[src/rtl/lcd_win_pkg.sv]
// Shared command codes, mode/state enums and sizing helper for the LCD window
// controller slice.
package lcd_win_pkg;

    localparam logic [2:0] CMD_LOAD     = 3'd0;
    localparam logic [2:0] CMD_ZOOM_IN  = 3'd1;
    localparam logic [2:0] CMD_ZOOM_FIT = 3'd2;
    localparam logic [2:0] CMD_RIGHT    = 3'd3;
    localparam logic [2:0] CMD_LEFT     = 3'd4;
    localparam logic [2:0] CMD_UP       = 3'd5;
    localparam logic [2:0] CMD_DOWN     = 3'd6;
    localparam logic [2:0] CMD_RECENTER = 3'd7;

    typedef enum logic {
        MODE_FIT  = 1'b0,
        MODE_ZOOM = 1'b1
    } mode_e;

    typedef enum logic [1:0] {
        ST_IDLE,
        ST_LOAD,
        ST_OUT
    } state_e;

    // Bit width able to hold 0..n-1, never less than one bit.
    function automatic int clog2_min1(input int n);
        return (n <= 2) ? 1 : $clog2(n);
    endfunction

endpackage

[src/rtl/lcd_win_addr.sv]
// Frame-buffer index for window pixel (row, col): a direct crop in ZOOM mode,
// an evenly decimated grid across the whole image in FIT mode.
module lcd_win_addr #(
    parameter int IMG_W = 12,
    parameter int IMG_H = 9,
    parameter int WIN   = 4,
    parameter int XW    = 4,
    parameter int YW    = 4,
    parameter int RW    = 2,
    parameter int AW    = 7
) (
    input  logic          zoom,
    input  logic [XW-1:0] ox,
    input  logic [YW-1:0] oy,
    input  logic [RW-1:0] row,
    input  logic [RW-1:0] col,
    output logic [AW-1:0] idx
);

    localparam int SX = IMG_W / WIN;
    localparam int SY = IMG_H / WIN;

    logic [AW-1:0] y_pos;
    logic [AW-1:0] x_pos;

    // Every intermediate stays below IMG_W*IMG_H, so AW bits never overflow.
    always_comb begin
        if (zoom) begin
            y_pos = AW'(oy) + AW'(row);
            x_pos = AW'(ox) + AW'(col);
        end else begin
            y_pos = AW'(SY / 2) + AW'(row) * AW'(SY);
            x_pos = AW'(SX / 2) + AW'(col) * AW'(SX);
        end
        idx = y_pos * AW'(IMG_W) + x_pos;
    end

endmodule

[src/rtl/lcd_win_ctrl.sv]
// LCD window controller: loads a raster image into a frame buffer and streams a
// WIN x WIN fit/zoom window of it under a valid/ready handshake.
module lcd_win_ctrl
    import lcd_win_pkg::*;
#(
    parameter int DW    = 8,
    parameter int IMG_W = 12,
    parameter int IMG_H = 9,
    parameter int WIN   = 4
) (
    input  logic          clk,
    input  logic          reset,
    input  logic [DW-1:0] datain,
    input  logic [2:0]    cmd,
    input  logic          cmd_valid,
    input  logic          out_ready,
    output logic [DW-1:0] dataout,
    output logic          output_valid,
    output logic          busy
);

    localparam int NPIX = IMG_W * IMG_H;
    localparam int AW   = clog2_min1(NPIX);
    localparam int XW   = clog2_min1(IMG_W);
    localparam int YW   = clog2_min1(IMG_H);
    localparam int RW   = clog2_min1(WIN);

    localparam logic [XW-1:0] OX0      = XW'((IMG_W - WIN) / 2);
    localparam logic [YW-1:0] OY0      = YW'((IMG_H - WIN + 1) / 2);
    localparam logic [XW-1:0] OX_MAX   = XW'(IMG_W - WIN);
    localparam logic [YW-1:0] OY_MAX   = YW'(IMG_H - WIN);
    localparam logic [AW-1:0] LAST_IDX = AW'(NPIX - 1);
    localparam logic [RW-1:0] LAST_RC  = RW'(WIN - 1);

    logic [DW-1:0] frame [NPIX];

    state_e        state, state_d;
    mode_e         mode, mode_d;
    logic [XW-1:0] ox, ox_d;
    logic [YW-1:0] oy, oy_d;
    logic [AW-1:0] ld_idx, ld_idx_d;
    logic [RW-1:0] row, row_d;
    logic [RW-1:0] col, col_d;
    logic          warm, warm_d;
    logic          last, last_d;
    logic          valid_d;
    logic [DW-1:0] dataout_d;
    logic          frame_we;
    logic [AW-1:0] rd_idx;

    lcd_win_addr #(
        .IMG_W (IMG_W),
        .IMG_H (IMG_H),
        .WIN   (WIN),
        .XW    (XW),
        .YW    (YW),
        .RW    (RW),
        .AW    (AW)
    ) u_addr (
        .zoom (mode == MODE_ZOOM),
        .ox   (ox),
        .oy   (oy),
        .row  (row),
        .col  (col),
        .idx  (rd_idx)
    );

    assign busy = (state != ST_IDLE);

    always_comb begin
        // NOTE: every _d signal takes its hold value first, so no branch can infer a latch.
        state_d   = state;
        mode_d    = mode;
        ox_d      = ox;
        oy_d      = oy;
        ld_idx_d  = ld_idx;
        row_d     = row;
        col_d     = col;
        warm_d    = warm;
        last_d    = last;
        valid_d   = output_valid;
        dataout_d = dataout;
        frame_we  = 1'b0;

        case (state)
            ST_IDLE: begin
                if (cmd_valid) begin
                    if (cmd == CMD_LOAD) begin
                        state_d  = ST_LOAD;
                        ld_idx_d = '0;
                    end else begin
                        state_d = ST_OUT;
                        warm_d  = 1'b1;
                        row_d   = '0;
                        col_d   = '0;
                        last_d  = 1'b0;
                        case (cmd)
                            CMD_ZOOM_IN: begin
                                mode_d = MODE_ZOOM;
                                if (mode == MODE_FIT) begin
                                    ox_d = OX0;
                                    oy_d = OY0;
                                end
                            end
                            CMD_ZOOM_FIT: mode_d = MODE_FIT;
                            CMD_RIGHT:    if (mode == MODE_ZOOM && ox < OX_MAX) ox_d = ox + 1'b1;
                            CMD_LEFT:     if (mode == MODE_ZOOM && ox != '0)    ox_d = ox - 1'b1;
                            CMD_UP:       if (mode == MODE_ZOOM && oy != '0)    oy_d = oy - 1'b1;
                            CMD_DOWN:     if (mode == MODE_ZOOM && oy < OY_MAX) oy_d = oy + 1'b1;
                            CMD_RECENTER: begin
                                if (mode == MODE_ZOOM) begin
                                    ox_d = OX0;
                                    oy_d = OY0;
                                end
                            end
                            default: ;
                        endcase
                    end
                end
            end

            ST_LOAD: begin
                frame_we = 1'b1;
                if (ld_idx == LAST_IDX) begin
                    state_d = ST_OUT;
                    warm_d  = 1'b1;
                    row_d   = '0;
                    col_d   = '0;
                    last_d  = 1'b0;
                    mode_d  = MODE_FIT;
                    ox_d    = OX0;
                    oy_d    = OY0;
                end else begin
                    ld_idx_d = ld_idx + 1'b1;
                end
            end

            ST_OUT: begin
                // One idle cycle after entry puts the first pixel on the second edge.
                if (warm) begin
                    warm_d = 1'b0;
                end else if (!output_valid || out_ready) begin
                    if (output_valid && last) begin
                        valid_d = 1'b0;
                        state_d = ST_IDLE;
                    end else begin
                        dataout_d = frame[rd_idx];
                        valid_d   = 1'b1;
                        last_d    = (row == LAST_RC) && (col == LAST_RC);
                        if (col == LAST_RC) begin
                            col_d = '0;
                            row_d = row + 1'b1;
                        end else begin
                            col_d = col + 1'b1;
                        end
                    end
                end
            end

            default: state_d = ST_IDLE;
        endcase
    end

    // NOTE: sequential state uses non-blocking assignment so every flop samples pre-edge values.
    always_ff @(posedge clk or negedge reset) begin
        if (!reset) begin
            state        <= ST_IDLE;
            mode         <= MODE_FIT;
            ox           <= OX0;
            oy           <= OY0;
            ld_idx       <= '0;
            row          <= '0;
            col          <= '0;
            warm         <= 1'b0;
            last         <= 1'b0;
            output_valid <= 1'b0;
            dataout      <= '0;
        end else begin
            state        <= state_d;
            mode         <= mode_d;
            ox           <= ox_d;
            oy           <= oy_d;
            ld_idx       <= ld_idx_d;
            row          <= row_d;
            col          <= col_d;
            warm         <= warm_d;
            last         <= last_d;
            output_valid <= valid_d;
            dataout      <= dataout_d;
        end
    end

    // NOTE: the frame buffer has no reset; its contents are only meaningful after a Load.
    always_ff @(posedge clk) begin
        if (frame_we) frame[ld_idx] <= datain;
    end

endmodule

[config.mk]
export PLATFORM = sky130hd
export DESIGN_NAME = lcd_win_ctrl
export DESIGN_NICKNAME = d
export VERILOG_FILES = /design/src/rtl/lcd_win_pkg.sv /design/src/rtl/lcd_win_addr.sv /design/src/rtl/lcd_win_ctrl.sv
export SDC_FILE = /design/constraint.sdc
export NUM_CORES = 1
export LEC_CHECK = 0
export BUFFER_PORTS_ARGS = -buffer_cell sky130_fd_sc_hd__buf_2
export CELL_PAD_IN_SITES_DETAIL_PLACEMENT = 0
export CELL_PAD_IN_SITES_GLOBAL_PLACEMENT = 1
export CORE_UTILIZATION = 35
export DETAILED_ROUTE_END_ITERATION = 6
export PLACE_DENSITY_LB_ADDON = 0.1
export SLEW_MARGIN = 20
export SYNTH_ARGS = -nofsm -noshare
export SYNTH_HDL_FRONTEND = slang
export SYNTH_SLANG_ARGS = --single-unit
[constraint.sdc]
create_clock -name clk -period 7.2 [get_ports clk]
set_input_delay 1.44 -clock clk [delete_from_list [all_inputs] [get_ports clk]]
set_output_delay 1.44 -clock clk [all_outputs]
set_load 0.02 [all_outputs]
==> summary.txt, run 1 <==
Layout
  • Share of post-route cells with drive strength above 1: 0.142
  • Number of standard cells in the final layout excluding fillers: 3667
  • Antenna cells: 0
  • Commonest non-fill, non-tap cells in the layout: edfxtp_1 (864), nand2_1 (285), nor2_1 (136), mux4_2 (112), clkbuf_16 (100)
  • Fraction of the core area covered by cells at the end of the flow: 0.399
  • Total number of nets in the final design: 2263
  • Area growth, synth to finish: 12.5%
  • Most common library cell in the layout ignoring fill and taps: edfxtp_1

Synthesis
  • Commonest register cell after synthesis: edfxtp_1
  • Syn Std Cell Area: 36300 sq um
  • Yosys top cell area share: 0.714
  • Number of nets produced by synthesis: 2226
  • Synthesized netlist cell count: 2188
  • Number of flops mapped to enable cells by yosys: 864
  • Share of the yosys chip area belonging to registers: 0.737
  • Library cells used by synthesis: 60
  • Number of warnings issued by yosys: 0
  • Top area cells in the synthesized netlist: edfxtp_1 (71%), mux4_2 (6.9%), nand2_1 (2.9%), mux2i_1 (2.7%), dfrtp_1 (2.1%)
  • Post-synthesis async set-or-reset flop share: 0.0368
  • Yosys reg bits: 897
  • Synthesized area per cell: 16.6 sq um
  • Synth area leader: edfxtp_1

Global routing
  • Aggregate global-route resource usage: 0.197
  • Maximum number of pins on one net before global-route repair: 88
  • First-pass GRT wire length: 147000 um
  • Global-route congestion overflow total: 0
  • Initial antenna violation count: 1
  • Via count of the first global-routing pass: 19900

Floorplan
  • DIE AREA: 105000 sq um
  • Die Y-Extent: 324 um
  • Number of placed I/O pins: 25
  • Initial cell density of the core: 0.355
  • Chip width: 324 um
  • Standard cell core area: 102000 sq um
  • Total number of placement rows: 117

Worst setup path
  • Worst Setup Path Type: flop to flop
  • Maximum fanout along the worst path: 32
  • Path depth of the worst reg2reg path: 15
  • CP Launch Type: flop
  • Critical path required time: 7.72 ns
  • Capturing element type of the critical path: flop
  • Data arrival time at the worst-slack endpoint: 6.66 ns

Routing
  • Detailed-route DRC error count: 0
  • Final wirelength: 102000 um
  • ANT nets after route: 0
  • Pre-Repair DR Iteration Count: 5
  • Wire length per cell after detailed routing: 27.8 um
  • Number of DRC violations after detailed-routing iteration 0: 1675
  • Avg Vias per Cell: 5.32
  • Routed vias: 19500

Clock network
  • Clock buffer count from CTS: 97
  • # hold bufs at CTS: 0
  • Clock input transition at the sequential cells of the worst setup and hold paths: 0.06 ns
  • Clock buffer depth: 3
  • H-tree depth: 3
  • CTS tree: done
  • Clock tree root driver cell: clkbuf_16
  • Clock latency on the worst-skew pair: 0.68 ns
  • Quantity of gates resized following cts: 0
  • Setup fix buffers added after clock tree synthesis: 0
  • Sinks on Clock Net: 897

STA
  • Min Tclk post-route: 6.14 ns
  • Total setup violations reported at the end of the flow: 0
  • Total count of hold-check failures in the final report: 0
  • Final setup skew: 0.0341 ns
  • Fmax: 163 MHz
  • Transition time at the pin with the least slew margin: 1.11 ns
  • Total Neg Setup Slack: 0 ns
  • Worst-case hold slack: 0.538 ns
  • Number of max-slew violations in the final report: 0
  • Relative slew margins: 0.258
  • Setup repair after global routing missed its margin: false
  • Post-route clock period utilization: 0.853

Placed design
  • Placed cells: 3494
  • IO buf count: 24
  • Last weighted congestion value of the routability-driven placer: 0.795
  • Dpl hpwl: 63300 um

Run
  • Number of violations of the max-capacitance limit: 0

Hold path
  • Path class of the lowest-slack min-delay path: flop to flop
  • Worst Hold Depth: 2

Run status
  • Run status: completed
==> flip-flops by register name (all words and copies together), names as in the netlist <==
register,cells
dataout,8
state,2
ox,4
warm,1
row,2
output_valid,1
last,1
col,2
ld_idx,7
mode,1
frame,864
oy,4
==> layer usage <==
layer,share of wire,global-route usage,vias up
met5,0,0,-
met4,0.015,0.0419,0
met3,0.037,0.0279,103
met2,0.49,0.325,389
met1,0.46,0.277,10300
li1,-,-,8678
==> worst max-delay path, stage by stage (launching register included) <==
cell	delay, ns
dfstp_2	0.58
ha_1	0.19
fa_1	0.46
mux2_2	0.33
ha_1	0.32
inv_1	0.06
fa_1	1.02
inv_4	0.39
a21oi_4	0.81
buf_4	0.54
a32o_1	0.30
a221oi_1	0.07
o22ai_1	0.22
nor2_1	0.13
o32ai_1	0.42
o31ai_2	0.08
==> synthesized netlist by cell type, drive strengths merged, types with 5 or more instances <==
cell type	count
edfxtp	864
a221oi	32
clkbuf	57
o31ai	17
a22oi	16
mux2i	99
a21oi	35
o22ai	16
nand2	285
inv	20
nor2	138
ha	18
buf	62
nor3	5
fa	5
a311oi	10
mux4	112
xnor2	11
nand4	17
a32o	32
nand2b	38
a21o	8
o21ai	46
o21bai	9
dfrtp	30
o32ai	8
a41oi	9
and3	11
nand3	80
a31oi	34
nor2b	10
mux2	5
xor2	8
or2	10
or4	9
==> worst paths after layout <==
path | endpoint | startpoint | slack [ns]
worst max-delay path | dataout[7]$_DFFE_PN0P_ | oy[0]$_DFFE_PN1P_ | 1.06
worst min-delay path | oy[0]$_DFFE_PN1P_ | oy[0]$_DFFE_PN1P_ | 0.54
worst max register to register | dataout[7]$_DFFE_PN0P_ | oy[0]$_DFFE_PN1P_ | 1.06
worst min register to register | oy[0]$_DFFE_PN1P_ | oy[0]$_DFFE_PN1P_ | 0.54
max in group asynchronous | dataout[7]$_DFFE_PN0P_ | reset | 5.63
min in group asynchronous | ox[3]$_DFFE_PN0P_ | reset | 0.92
==> metrics by stage <==
step / setup slack (ns) / cell area, sq um
floorplan: 3.00 / 36300
global placement: 1.14 / 37900
detailed placement: 1.08 / 37900
CTS: 1.03 / 40900
global route: 0.728 / 40900
finish: 1.06 / 40900
==> cell families after synthesis <==
| family | after synthesis | synth area share |
|---|---|---|
| flops | 897 | 0.737 |
| simple gates | 618 | 0.0751 |
| compound gates | 276 | 0.0555 |
| mux | 216 | 0.0983 |
| buf+inv | 139 | 0.0200 |
| fa+ha+maj | 23 | 0.00896 |
| xor+xnor | 19 | 0.00479 |
==> layout make-up <==
type,instances,area (sq um)
tap,1368,1710
clock inverter,36,310
sequential,897,26800
timing repair buffer,57,438
inverter,20,77.6
clock buffer,137,2670
fill,9318,61500
multi-input combinational,1152,8880
Power of run 1 is left out: the tool's default activity adds up to more than one toggle a clock period on the data nets, which glitch-free logic cannot reach.
==> inputs of run 2 (changes only) <==
--- a/config.mk
+++ b/config.mk
@@ -9,4 +9,5 @@
 export CELL_PAD_IN_SITES_DETAIL_PLACEMENT = 0
 export CELL_PAD_IN_SITES_GLOBAL_PLACEMENT = 1
+export CORE_ASPECT_RATIO = 0.6
 export CORE_UTILIZATION = 35
 export DETAILED_ROUTE_END_ITERATION = 6
==> constraint.sdc (replaced) <==
create_clock -name clk -period 7.2 [get_ports clk]
set_input_delay 1.08 -clock clk [delete_from_list [all_inputs] [get_ports clk]]
set_output_delay 1.08 -clock clk [all_outputs]
set_load 0.02 [all_outputs]
==> summary.txt, run 2 (synthesized netlist as in run 1, its figures left out) <==
Clock network
  • # hold bufs at CTS: 0
  • CTS tree: done
  • Clock latency on the worst-skew pair: 0.69 ns
  • Clock buffer count from CTS: 90
  • H-tree depth: 3
  • Setup fix buffers added after clock tree synthesis: 0
  • Quantity of gates resized following cts: 0
  • Clock buffer depth: 3
  • Clock input transition at the sequential cells of the worst setup and hold paths: 0.07 ns
  • Clock tree root driver cell: clkbuf_16
  • Sinks on Clock Net: 897

Routing
  • Pre-Repair DR Iteration Count: 7
  • Wire length per cell after detailed routing: 28.3 um
  • Routed vias: 19900
  • Number of DRC violations after detailed-routing iteration 0: 1947
  • Detailed-route DRC error count: 0
  • Final wirelength: 104000 um
  • Avg Vias per Cell: 5.42
  • ANT nets after route: 0

STA
  • Final setup skew: 0.0301 ns
  • Relative slew margins: 0.247
  • Total count of hold-check failures in the final report: 0
  • Transition time at the pin with the least slew margin: 1.13 ns
  • Setup repair after global routing missed its margin: false
  • Min Tclk post-route: 5.76 ns
  • Number of max-slew violations in the final report: 0
  • Fmax: 174 MHz
  • Post-route clock period utilization: 0.799
  • Total setup violations reported at the end of the flow: 0
  • Total Neg Setup Slack: 0 ns

Floorplan
  • DIE AREA: 105000 sq um
  • Chip width: 418 um
  • Initial cell density of the core: 0.353
  • Standard cell core area: 103000 sq um
  • Die Y-Extent: 252 um
  • Total number of placement rows: 91
  • Number of placed I/O pins: 25

Worst setup path
  • Crit path max-delay family: adder cells
  • Buffer and inverter count on the worst path: 3
  • Maximum fanout along the worst path: 32
  • Reg-to-Reg End: dataout[1]$_DFFE_PN0P_
  • Critical path required time: 7.73 ns
  • Critical path origin: oy[0]$_DFFE_PN1P_
  • Data arrival time at the worst-slack endpoint: 6.29 ns
  • Cell with the largest stage delay on the worst path: fa_1
  • Slack of the worst reg-to-reg path: 1.44 ns
  • Worst Setup Path Type: flop to flop
  • Startpoint of the most critical register-to-register path: oy[0]$_DFFE_PN1P_
  • Number of gates on the worst path with buffers counted: 15
  • Crit-path cells: ha_1 > fa_1 > mux2_2 > ha_1 > inv_1 > fa_1 > inv_4 > a21oi_4 > buf_4 > a32o_1 > a221oi_1 > o22ai_1 > nor2_1 > o32ai_1 > o31ai_1
  • Capturing element type of the critical path: flop
  • CP Launch Type: flop
  • Worst path max stage delay: 0.96 ns
  • Path depth of the worst reg2reg path: 15
  • Timing endpoint of the critical path: dataout[1]$_DFFE_PN0P_

Placed design
  • IO buf count: 24
  • Last weighted congestion value of the routability-driven placer: 0.845
  • Dpl hpwl: 64800 um

Layout
  • Multi-input gate area: 8880 sq um
  • Fillcell total: 9457
  • Share of post-route cells with drive strength above 1: 0.142
  • Sequential cell area: 26800 sq um
  • Largest regs: frame: 864 flops, dataout: 8 flops, ld_idx: 7 flops
  • Area growth, synth to finish: 12.1%
  • Most common library cell in the layout ignoring fill and taps: edfxtp_1
  • Total number of nets in the final design: 2247
  • Top register by number of flip-flops: frame
  • Commonest non-fill, non-tap cells in the layout: edfxtp_1 (864), nand2_1 (284), nor2_1 (136), mux4_2 (112), mux2i_1 (98)
  • Antenna cells: 0
  • Number of flip-flops under the largest register name: 864

Global routing
  • First-pass GRT wire length: 149000 um
  • Initial antenna violation count: 1
  • Global-route congestion overflow total: 0
  • Aggregate global-route resource usage: 0.199
  • Maximum number of pins on one net before global-route repair: 106
  • Via count of the first global-routing pass: 19600

Run
  • Number of violations of the max-capacitance limit: 0

Run status
  • Run status: completed

Hold path
  • Path class of the lowest-slack min-delay path: flop to flop
-- run 2: layout make-up --
cell class / instances / share of cell area
clock buffers: 121 / 0.0602
clock inverters: 42 / 0.00990
inverters: 20 / 0.00191
multi-input cells: 1152 / 0.218
flip-flops and latches: 897 / 0.658
well taps: 1395 / 0.0429
repair buffers: 48 / 0.00910
-- run 2: worst min path at each step --
stage	startpoint	end	slack [ns]	cells after the start
floorplan	last$_DFFE_PN0P_	last$_DFFE_PN0P_	0.47	2
global placement	last$_DFFE_PN0P_	last$_DFFE_PN0P_	0.50	2
detailed placement	last$_DFFE_PN0P_	last$_DFFE_PN0P_	0.51	2
CTS	last$_DFFE_PN0P_	last$_DFFE_PN0P_	0.52	2
global route	last$_DFFE_PN0P_	last$_DFFE_PN0P_	0.55	2
finish	last$_DFFE_PN0P_	last$_DFFE_PN0P_	0.52	2
-- run 2: stage by stage --
step | util | hold slack [ns] | instances | instance area, sq um | worst slack (ns)
after floorplan | - | 0.466 | 2188 | 36300 | 3.00
after global placement | 0.368 | 0.504 | 3512 | 37900 | 1.47
after detailed placement | 0.368 | 0.509 | 3512 | 37900 | 1.46
after CTS | 0.396 | 0.520 | 3675 | 40700 | 1.44
after global routing | 0.396 | 0.551 | 3675 | 40700 | 1.09
final | 0.396 | 0.516 | 3675 | 40700 | 1.44
-- run 2: worst reg2reg max path, cell delays in order, from the launching register on --
cell and delay [ns]:
dfstp_2 0.58, ha_1 0.20, fa_1 0.46, mux2_2 0.33, ha_1 0.32, inv_1 0.05
fa_1 0.96, inv_4 0.09, a21oi_4 0.64, buf_4 0.57, a32o_1 0.30, a221oi_1 0.08
o22ai_1 0.30, nor2_1 0.19, o32ai_1 0.41, o31ai_1 0.12
-- run 2: layer usage --
layer  up-vias  GRT usage  share of wire
met5         -          0              0
met3       121     0.0537          0.072
met1     10500      0.308           0.49
li1       8655          -              -
met2       609      0.273           0.41
met4         0     0.0469          0.020
Power of run 2 is left out for the same reason.
